## src/rtl/csa_select_pipe_pkg.sv

```systemverilog
// Shared conditional-sum definitions: group width, default group count, counter width,
// and the per-group result bundle used by the selection ripple.
`default_nettype none

package csa_select_pipe_pkg;

  localparam int CSA_GROUPS_DEFAULT = 4;
  localparam int CSA_GROUP_W        = 2;
  localparam int CSA_OPCNT_W        = 16;

  typedef struct packed {
    logic                   cout;
    logic [CSA_GROUP_W-1:0] sum;
  } grp_res_t;

endpackage

`default_nettype wire

```

## src/rtl/csa_group_select.sv

```systemverilog
// One conditional-sum group: picks the carry-in=1 or carry-in=0 candidate {cout, sum}.
`default_nettype none

module csa_group_select
  import csa_select_pipe_pkg::*;
(
  input  logic     i_carry,
  input  grp_res_t i_c1,
  input  grp_res_t i_c0,
  output grp_res_t o_res
);

  assign o_res = i_carry ? i_c1 : i_c0;

endmodule

`default_nettype wire

```

## src/rtl/csa_select_pipe.sv

```systemverilog
// Two-stage carry-select adder pipeline: stage 1 captures candidate sets, stage 2 ripples
// the group carry through the selectors and registers the result; valid/ready on both sides.
`default_nettype none

module csa_select_pipe
  import csa_select_pipe_pkg::*;
#(
  parameter  int GROUPS = CSA_GROUPS_DEFAULT,
  localparam int W      = CSA_GROUP_W * GROUPS
) (
  input  logic                   clk,
  input  logic                   rst,
  input  logic                   in_valid,
  output logic                   in_ready,
  input  logic                   cin,
  input  logic [W-1:0]           c1_sum,
  input  logic [GROUPS-1:0]      c1_cout,
  input  logic [W-1:0]           c0_sum,
  input  logic [GROUPS-1:0]      c0_cout,
  output logic                   out_valid,
  input  logic                   out_ready,
  output logic [W-1:0]           sum,
  output logic                   cout,
  output logic [CSA_OPCNT_W-1:0] op_count
);

  logic                   r_s1_valid;
  logic                   r_s1_cin;
  logic [W-1:0]           r_s1_c1_sum;
  logic [GROUPS-1:0]      r_s1_c1_cout;
  logic [W-1:0]           r_s1_c0_sum;
  logic [GROUPS-1:0]      r_s1_c0_cout;

  logic                   r_out_valid;
  logic [W-1:0]           r_sum;
  logic                   r_cout;
  logic [CSA_OPCNT_W-1:0] r_op_count;

  logic                   w_s2_load;
  logic                   w_s1_adv;
  logic                   w_in_fire;
  logic                   w_out_fire;
  logic [GROUPS:0]        w_carry;
  logic [W-1:0]           w_sel_sum;

  // Ready depends only on registered state and out_ready, never on in_* inputs.
  assign w_s2_load  = !r_out_valid || out_ready;
  assign w_s1_adv   = r_s1_valid && w_s2_load;
  assign in_ready   = !r_s1_valid || w_s1_adv;
  assign w_in_fire  = in_valid && in_ready;
  assign w_out_fire = r_out_valid && out_ready;

  assign w_carry[0] = r_s1_cin;

  for (genvar g = 0; g < GROUPS; g++) begin : g_grp
    grp_res_t w_c1;
    grp_res_t w_c0;
    grp_res_t w_res;

    assign w_c1 = '{cout: r_s1_c1_cout[g], sum: r_s1_c1_sum[CSA_GROUP_W*g +: CSA_GROUP_W]};
    assign w_c0 = '{cout: r_s1_c0_cout[g], sum: r_s1_c0_sum[CSA_GROUP_W*g +: CSA_GROUP_W]};

    csa_group_select u_sel (
      .i_carry (w_carry[g]),
      .i_c1    (w_c1),
      .i_c0    (w_c0),
      .o_res   (w_res)
    );

    assign w_carry[g+1]                             = w_res.cout;
    assign w_sel_sum[CSA_GROUP_W*g +: CSA_GROUP_W] = w_res.sum;
  end

  always_ff @(posedge clk or posedge rst) begin
    if (rst) begin
      r_s1_valid   <= 1'b0;
      r_s1_cin     <= 1'b0;
      r_s1_c1_sum  <= '0;
      r_s1_c1_cout <= '0;
      r_s1_c0_sum  <= '0;
      r_s1_c0_cout <= '0;
    end else if (w_in_fire) begin
      r_s1_valid   <= 1'b1;
      r_s1_cin     <= cin;
      r_s1_c1_sum  <= c1_sum;
      r_s1_c1_cout <= c1_cout;
      r_s1_c0_sum  <= c0_sum;
      r_s1_c0_cout <= c0_cout;
    end else if (w_s1_adv) begin
      r_s1_valid   <= 1'b0;
    end
  end

  always_ff @(posedge clk or posedge rst) begin
    if (rst) begin
      r_out_valid <= 1'b0;
      r_sum       <= '0;
      r_cout      <= 1'b0;
    end else if (w_s1_adv) begin
      r_out_valid <= 1'b1;
      r_sum       <= w_sel_sum;
      r_cout      <= w_carry[GROUPS];
    end else if (w_out_fire) begin
      r_out_valid <= 1'b0;
    end
  end

  always_ff @(posedge clk or posedge rst) begin
    if (rst) begin
      r_op_count <= '0;
    end else if (w_out_fire) begin
      r_op_count <= r_op_count + 1'b1;
    end
  end

  assign out_valid = r_out_valid;
  assign sum       = r_sum;
  assign cout      = r_cout;
  assign op_count  = r_op_count;

endmodule

`default_nettype wire

```

## config.mk

```make
export PLATFORM = sky130hd
export DESIGN_NAME = csa_select_pipe
export DESIGN_NICKNAME = d
export VERILOG_FILES = /design/src/rtl/csa_select_pipe_pkg.sv /design/src/rtl/csa_group_select.sv /design/src/rtl/csa_select_pipe.sv
export SDC_FILE = /design/constraint.sdc
export NUM_CORES = 1
export LEC_CHECK = 0
export CAP_MARGIN = 15
export CORE_MARGIN = 1.5
export CORE_UTILIZATION = 48
export CTS_CLUSTER_SIZE = 8
export DETAILED_ROUTE_END_ITERATION = 8
export PLACE_DENSITY_LB_ADDON = 0.05
export SLEW_MARGIN = 20
export SYNTH_ARGS = -nofsm -noshare
export SYNTH_HDL_FRONTEND = slang
export SYNTH_SLANG_ARGS = --single-unit
```

## constraint.sdc

```tcl
create_clock -name clk -period 2.1 [get_ports clk]
set_input_delay 0.315 -clock clk [delete_from_list [all_inputs] [get_ports clk]]
set_output_delay 0.315 -clock clk [all_outputs]
set_load 0.05 [all_outputs]
```

Yosys cells after proc, flatten, opt, wreduce, memory -nomap -nowiden
Cells that the tools add are included.

storage, ports and cells
  register bits = 52
  bits in latches = 0
  RAM bits = 0
  bits in read-only memories = 0
  input bits = 29
  output and inout bits = 27
  word-level logic and storage cells = 28
  memories = 0

operators by class
  $add $sub $neg = 1
  multipliers = 0
  divide/modulo/power cells = 0
  $lt $le $gt $ge = 0
  eq/ne operators = 0
  shifts and indexed selects = 0
  multiplexer cells = 8
  bitwise operators = 0
  reductions and logical operators = 9

operators by type and width
  cell                                           count
  adder 16 x 1 -> 16 bit, second input constant  1
  two-way mux 3 bit                              4
  two-way mux 1 bit                              4
  nonzero test 2 bit                             2
  logical AND 1 bit                              3
  zero test 1 bit                                2
  logical OR 1 bit                               2

Logic depth before layout (Yosys ltp)
Gate-level depths: netlist (run 1).

  depth after elaboration = 6
  gate-level depth with buffers = 5
  gate-level depth less buffers = 5

Hierarchy
From an unflattened synthesis (run 1), not the netlist that was laid out.

second synthesis, totals
  cell total of the unflattened synthesis = 154
  area total of the unflattened synthesis = 2175.8 um^2

modules (own cells, without submodules)
  module            instances  cells an instance  area each (um^2)  seq. area each (um^2)
  csa_select_pipe   1          142                2040.7            1301.2
  csa_group_select  4          3                  33.8              0.0

Worst setup path before layout (run 1)
Ideal clock, no wire load.

  path kind = register to register
  start = register r_out_valid (netlist: out_valid)
  end = register r_s1_c0_cout[0]
  library setup time = 125 ps
  data arrival time = 2197 ps
  slack = -222 ps
  stages on the path, launching flop included = 5
  buffers on the path = 1
  clock period less this slack = 2322 ps
  cells stage by stage = dfrtp_1 nand3b_1 nand2_1 buf_2 mux2_2

between the ends
  word-level cells in the longest chain between the ends = 5

RTL lines
  element                   line                    RTL
  start: declaration        csa_select_pipe.sv:34   logic r_out_valid;
  start signal: assignment  csa_select_pipe.sv:96   r_out_valid <= 1'b0;
  start signal: assignment  csa_select_pipe.sv:100  r_out_valid <= 1'b1;
  start signal: assignment  csa_select_pipe.sv:104  r_out_valid <= 1'b0;
  zero test 1 bit           csa_select_pipe.sv:47   assign w_s2_load = !r_out_valid || out_ready;
  logical OR 1 bit          csa_select_pipe.sv:47
  logical AND 1 bit         csa_select_pipe.sv:48   assign w_s1_adv = r_s1_valid && w_s2_load;
  logical OR 1 bit          csa_select_pipe.sv:49   assign in_ready = !r_s1_valid || w_s1_adv;
  named net in_ready        csa_select_pipe.sv:14   output logic in_ready,
  logical AND 1 bit         csa_select_pipe.sv:50   assign w_in_fire = in_valid && in_ready;
  end signal: assignment    csa_select_pipe.sv:88   r_s1_c0_cout <= c0_cout;
  end: declaration          csa_select_pipe.sv:32   logic [GROUPS-1:0] r_s1_c0_cout;

The timed path passes the listed nets, and every way through them passes these cells.
A chain may end at the register's enable or synchronous reset.

Worst setup path after layout (run 1)
  start = register r_op_count[0] (netlist: op_count[0])
  end = output op_count[0]

RTL lines
  element                   line                    RTL
  start: declaration        csa_select_pipe.sv:37   logic [CSA_OPCNT_W-1:0] r_op_count;
  start signal: assignment  csa_select_pipe.sv:112  r_op_count <= r_op_count + 1'b1;
  end: declaration          csa_select_pipe.sv:24   output logic [CSA_OPCNT_W-1:0] op_count

No word-level cell between the ends.

==> impl_results.md, run 1 <==
- Power Density: 1020 mW/mm²
- VDD IR-drop max: 1020 µV
- Antenna viol nets, final: 0
- WL/cell: 14.2 µm
- DR pass1 iterations: 4
- Setup crit start: op_count[0]$_DFFE_PP0P_
- Synth Cell Area: 0.00215 mm²
- TNS Setup: 0 ns
- Net Count, Synth: 191
- Die extent in x: 70.0 µm
- Mapped Cells: 161
- GR Util All Layers: 0.176
- Top-area cell type share of the netlist area: 0.604
- H-Tree Depth: 2
- Boundary Pins: 56
- Clock latency on the worst-skew pair: 0.30 ns
- Worst setup path endpoint: op_count[0]
- Post-synthesis sequential area ratio: 0.604
- Total global routing overflow: 0
- Top post-synthesis cells by area: dfrtp_1, mux2_2, mux2i_1, xnor2_1, nand2_1
- Gpl congestion: 0.751
- Layout cells sized above 1: 0.193
- Multi-input gate area: 837 µm²
- Number of global-route vias before repair: 1462
- Core area: 0.00432 mm²
- Leak Pwr: 1.30 nW
- Max-cap violations: 0
- Max_slew headroom: 0.608
- Yosys cell types: 20
- First-pass GRT wire length: 6840 µm
- Dpl cell area: 0.00281 mm²
- Period minus WS final: 1.91 ns
- Max stage delay on crit path: 0.84 ns
- Vias: 1370
- Initial antenna violation count: 0
- Synth area leader: dfrtp_1
- Starting Density: 0.498
- Status: completed
- Buf/Inv on CP: 1
- # port buffers: 55
- Crit path arrival time: 1.60 ns
- # clock sinks: 52
- Max-slew violations: 0
- CTS Root Cell: clkbuf_8
- Hold Crit Class: input pin to asynchronous set/reset pin
- CTS tree: done
- WS Path Type: flop to output port
- Delay-heaviest family, CP: buffers and inverters
- Largest net degree at the start of global routing: 35
- Die footprint: 0.00490 mm²
- Initial DRC Count: 62
- Fmax achieved: 523 MHz
- Worst Reg-to-Reg Cells: 4
- Ordered list of cells on the worst path: clkdlybuf4s50_1
- Setup Buffers After CTS: 0
- CP endpoint kind: output port
- Vias per cell: 4.98
- Crit Path Max Fanout: 5
- Final worst path period share: 0.910
- Hold-fix buffers at CTS: 0
- CP Depth: 1
- Fillers: 336
- RR Endpoint: cout$_DFFE_PP0P_
- Layout Skew: 0.00564 ns
- R2R Setup Slk: 0.34 ns
- DP HPWL: 2840 µm
- Total Nets Final: 252
- Clock Tree Buf Depth: 2
- DRT Wirelength: 3910 µm
- Startpoint type of the worst setup path: flop
- Critical Path RT: 1.78 ns
- YS warnings: 0
- CTS-repair resized insts: 0
- Synth Register Bits: 52
- CP max-delay cell: clkdlybuf4s50_1
- RR Startpoint: r_s1_cin$_DFFE_PP0P_
- Reg clk slew, reported paths: 0.09 ns
- Die height: 70.0 µm
- Worst-Margin Slew: 0.586 ns
- Diode count: 0
- FP Rows: 24
- FF+latch area: 0.00130 mm²
- Avg Inst Size Synth: 13.4 µm²
- Cell area after layout: 0.00290 mm²
- Hold Violations, Final: 0
- DR DRC count: 0
- Layout area overhead: 34.7%
- Final setup vio count: 0
- TritonCTS Buffers: 5
- RSZ-0062 raised after global routing: false
[final cells by class]
type                    instances  area share
flip-flops and latches         52       0.449
multi-input cells             105       0.288
repair buffers                 57       0.207
clock buffers                   6      0.0285
well taps                      52      0.0224
clock inverters                 2     0.00345
inverters                       1     0.00129
[per-layer routing]
layer / vias to the layer above / global-route usage / routed length [µm]
met5: - / 0 / 0
met4: 0 / 0.0513 / 47
met3: 5 / 0.0577 / 232
met2: 38 / 0.289 / 1910
met1: 654 / 0.224 / 1720
li1: 673 / - / -
[cell families (layout without fill, tap and decap cells)]
kind of cell / count (synthesis) / count (layout) / share of synthesized area
compound gates: 9 / 9 / 0.0209
simple gates: 40 / 40 / 0.0953
mux: 40 / 40 / 0.205
flops: 52 / 52 / 0.604
fa+ha+maj: 1 / 1 / 0.00581
buf+inv: 4 / 66 / 0.00813
xor+xnor: 15 / 15 / 0.0610
[cell usage in the layout, fill, tap and decap left out, types with 2 or more instances in the layout]
cell             Yosys  routed
clkdlybuf4s50_1      0      54
nand3_1              5       5
mux2_2              26      26
xor2_1               6       6
xnor2_1              9       9
nor3_1               2       2
clkinv_2             0       2
buf_12               0       3
nand2_1             19      18
mux2i_1             12      12
nor2_1               2       2
o21ai_1              5       5
nand2b_1             3       3
clkbuf_8             0       6
o21ai_0              4       4
dfrtp_1             52      51
mux2i_2              2       2
and3_1               7       7
[per-stage QoR]
stage	power, mW	util	instances	hold slack [ns]	setup slack (ns)
floorplan	2.04	-	161	0.423	0.0516
global placement	2.38	0.650	267	0.462	0.270
detailed placement	2.41	0.650	267	0.471	0.156
CTS	3.00	0.671	275	0.324	0.185
global route	3.12	0.671	275	0.347	0.158
finish	2.96	0.671	275	0.317	0.189
[state kept, by name (all words and copies together) (netlist names), 4 cells and up]
signal / flops
r_s1_c0_cout: 4
r_s1_c0_sum: 8
sum: 8
op_count: 16
r_s1_c1_sum: 8
r_s1_c1_cout: 4
[power by group]
part	total, mW	internal, mW	switching (mW)
registers	1.33	1.18	0.147
clock network	0.575	0.263	0.311
logic	1.06	0.430	0.628
[synthesized netlist by cell type, drive strengths merged]
cell / n
nor4: 1
mux2i: 14
nor3: 2
o21ai: 9
nand3: 5
dfrtp: 52
nor2: 2
nand3b: 1
inv: 1
and3: 7
nand2: 19
nand2b: 3
buf: 2
mux2: 26
xnor2: 9
clkbuf: 1
xor2: 6
ha: 1
[worst min path at each step]
stage / start / endpoint / slack, ns / cells past startpoint
finish: rst / out_valid$_DFFE_PP0P_ / 0.32 / 2
global route: rst / op_count[14]$_DFFE_PP0P_ / 0.35 / 2
CTS: rst / op_count[13]$_DFFE_PP0P_ / 0.32 / 2
detailed placement: sum[3]$_DFFE_PP0P_ / sum[3]$_DFFE_PP0P_ / 0.47 / 2
global placement: sum[0]$_DFFE_PP0P_ / sum[0]$_DFFE_PP0P_ / 0.46 / 2
floorplan: in_valid / r_s1_valid$_DFFE_PP0P_ / 0.42 / 1
(Power assumes the default switching activity.)
==> run 2, diff against run 1 <==
--- a/config.mk
+++ b/config.mk
@@ -5,11 +5,13 @@
 export SDC_FILE = /design/constraint.sdc
 export NUM_CORES = 1
 export LEC_CHECK = 0
+export ABC_CLOCK_PERIOD_IN_PS = 2100
 export CAP_MARGIN = 15
 export CORE_MARGIN = 1.5
-export CORE_UTILIZATION = 48
+export CORE_UTILIZATION = 45
 export CTS_CLUSTER_SIZE = 8
 export DETAILED_ROUTE_END_ITERATION = 8
+export HOLD_SLACK_MARGIN = 0.12
 export PLACE_DENSITY_LB_ADDON = 0.05
 export SLEW_MARGIN = 20
 export SYNTH_ARGS = -nofsm -noshare
==> impl_results.md, run 2 (synthesis results as in run 1) <==
- Worst-Margin Slew: 0.510 ns (-0.0759 ns)
- RSZ-0062 raised after global routing: false
- Worst Reg-to-Reg Cells: 4 (unchanged)
- Most common cell after layout, fill and taps aside: clkdlybuf4s50_1
- Max-slew violations: 0 (unchanged)
- VDD IR-drop max: 1090 µV (+6.5%)
- CTS-repair resized insts: 0 (unchanged)
- DP HPWL: 2970 µm (+4.5%)
- CP Depth: 1 (unchanged)
- Hold-fix buffers at CTS: 0 (unchanged)
- WS Path Type: flop to output port
- Power Density: 1010 mW/mm² (-1.2%)
- Antenna viol nets, final: 0 (unchanged)
- WL/cell: 14.2 µm (about the same)
- Crit Path Max Fanout: 5 (unchanged)
- Die height: 72.2 µm (+3.1%)
- Layout Skew: 0.0126 ns (+0.00695 ns)
- TNS Setup: 0 ns (unchanged)
- Ordered list of cells on the worst path: clkdlybuf4s50_1
- DRT Wirelength: 3930 µm (+0.46%)
- Clock latency on the worst-skew pair: 0.30 ns (about the same)
- Status: completed
- DR pass1 iterations: 4 (unchanged)
- Clock Tree Buf Depth: 2 (unchanged)
- Final worst path period share: 0.906 (-0.00411)
- Number of flip-flops in the largest register: 16 (unchanged)
- Vias: 1415 (+3.3%)
- Total global routing overflow: 0 (unchanged)
- Largest net degree at the start of global routing: 32 (-8.6%)
- Setup Buffers After CTS: 0 (unchanged)
- CP endpoint kind: output port
- Delay-heaviest family, CP: buffers and inverters
- Vias per cell: 5.13 (+2.9%)
- Gpl congestion: 0.724 (-3.7%)
- Layout area overhead: 34.6%
- Fmax achieved: 526 MHz (+0.45%)
- Core area: 0.00447 mm² (+3.5%)
- Initial antenna violation count: 0 (unchanged)
- CTS tree: done
- # clock sinks: 52 (unchanged)
- DR DRC count: 0 (unchanged)
- Die footprint: 0.00521 mm² (+6.4%)
- Startpoint type of the worst setup path: flop
- Number of global-route vias before repair: 1472 (+0.68%)
- Hold Violations, Final: 0 (unchanged)
- Max_slew headroom: 0.659 (+0.0507)
- Diode count: 0 (unchanged)
- FP Rows: 24 (unchanged)
- CTS Root Cell: clkbuf_8
- Final cell count without fillers: 276 (+0.36%)
- Max-cap violations: 0 (unchanged)
- TritonCTS Buffers: 5 (unchanged)
- Buf/Inv on CP: 1 (unchanged)
- Layout cells sized above 1: 0.188 (-0.00533)
- H-Tree Depth: 2 (unchanged)
- Starting Density: 0.481 (-0.0167)
- Initial DRC Count: 74 (+19%)
- Inst Count DP: 268 (+0.37%)
- # port buffers: 55 (unchanged)
- First-pass GRT wire length: 6970 µm (+1.8%)
- CP max-delay cell: clkdlybuf4s50_1
- Crit path arrival time: 1.59 ns (about the same)
- Critical Path RT: 1.78 ns (about the same)
- Leak Pwr: 1.29 nW (-0.31%)
- Boundary Pins: 56 (unchanged)
- Die extent in x: 72.2 µm (+3.1%)
- Total Nets Final: 253 (+0.40%)
- Max stage delay on crit path: 0.84 ns (about the same)
- GR Util All Layers: 0.176 (-0.000383)
- Most frequent cells in the layout: clkdlybuf4s50_1, dfrtp_1, mux2_2
- Final setup vio count: 0 (unchanged)
- Period minus WS final: 1.90 ns (-0.00862 ns)
- Hold Crit Class: input pin to asynchronous set/reset pin
- Reg clk slew, reported paths: 0.09 ns (about the same)
==> run 2: cell count changes in the layout (fill, tap and decap cells not counted), sizes merged <==
cell,previous run,this run
buf,3,4
clkbuf,6,7
clkinv,2,1
==> run 2: through the flow <==
step / total power, mW / hold WS, ns / area, µm² / utilization / setup slack (ns)
after floorplan: 2.04 / 0.423 / 2160 / - / 0.0516
after global placement: 2.39 / 0.462 / 2820 / 0.629 / 0.230
after detailed placement: 2.42 / 0.464 / 2820 / 0.629 / 0.171
after CTS: 2.97 / 0.359 / 2900 / 0.648 / 0.179
after global routing: 3.08 / 0.375 / 2900 / 0.648 / 0.144
final: 2.92 / 0.350 / 2900 / 0.648 / 0.198
==> run 2: power breakdown <==
group | leakage, nW | total [mW] | switching [mW] | internal (mW)
Clock | 0.0422 | 0.533 | 0.299 | 0.234
Combinational | 0.617 | 1.06 | 0.629 | 0.431
Sequential | 0.636 | 1.33 | 0.148 | 1.18
Total | 1.29 | 2.92 | 1.08 | 1.85
==> run 2: routing by layer <==
layer  vias to the layer above  GRT usage  part of all wire
met3                         7     0.0514             0.061
met2                        39      0.272              0.47
met1                       692      0.238              0.45
met4                         0     0.0629             0.016
met5                         -          0                 0
li1                        677          -                 -
==> run 2: worst paths after layout <==
path / startpoint / end / slack (ns)
max: op_count[0]$_DFFE_PP0P_ / op_count[0] / 0.20
min: rst / r_s1_c1_cout[0]$_DFFE_PP0P_ / 0.35
max reg2reg: r_s1_cin$_DFFE_PP0P_ / sum[7]$_DFFE_PP0P_ / 0.30
min reg2reg: op_count[15]$_DFFE_PP0P_ / op_count[15]$_DFFE_PP0P_ / 0.47
max in group asynchronous: rst / r_s1_c1_sum[4]$_DFFE_PP0P_ / 1.22
min in group clk: op_count[15]$_DFFE_PP0P_ / op_count[15]$_DFFE_PP0P_ / 0.47
==> run 2: layout make-up <==
type / instances / area (µm²)
repair buffers: 58 / 608
flip-flops and latches: 52 / 1300
inverters: 1 / 3.75
multi-input cells: 105 / 837
well taps: 52 / 65.1
clock buffers: 7 / 76.3
fillers: 340 / 1580
clock inverters: 1 / 5.00
==> run 3, diff against run 2 <==
--- a/config.mk
+++ b/config.mk
@@ -9,7 +9,7 @@
 export CAP_MARGIN = 15
 export CORE_MARGIN = 1.5
 export CORE_UTILIZATION = 45
-export CTS_CLUSTER_SIZE = 8
+export CTS_CLUSTER_SIZE = 20
 export DETAILED_ROUTE_END_ITERATION = 8
 export HOLD_SLACK_MARGIN = 0.12
 export PLACE_DENSITY_LB_ADDON = 0.05
==> results of run 3 <==
The final DEF is identical to that of run 2; final timing and power are the same.
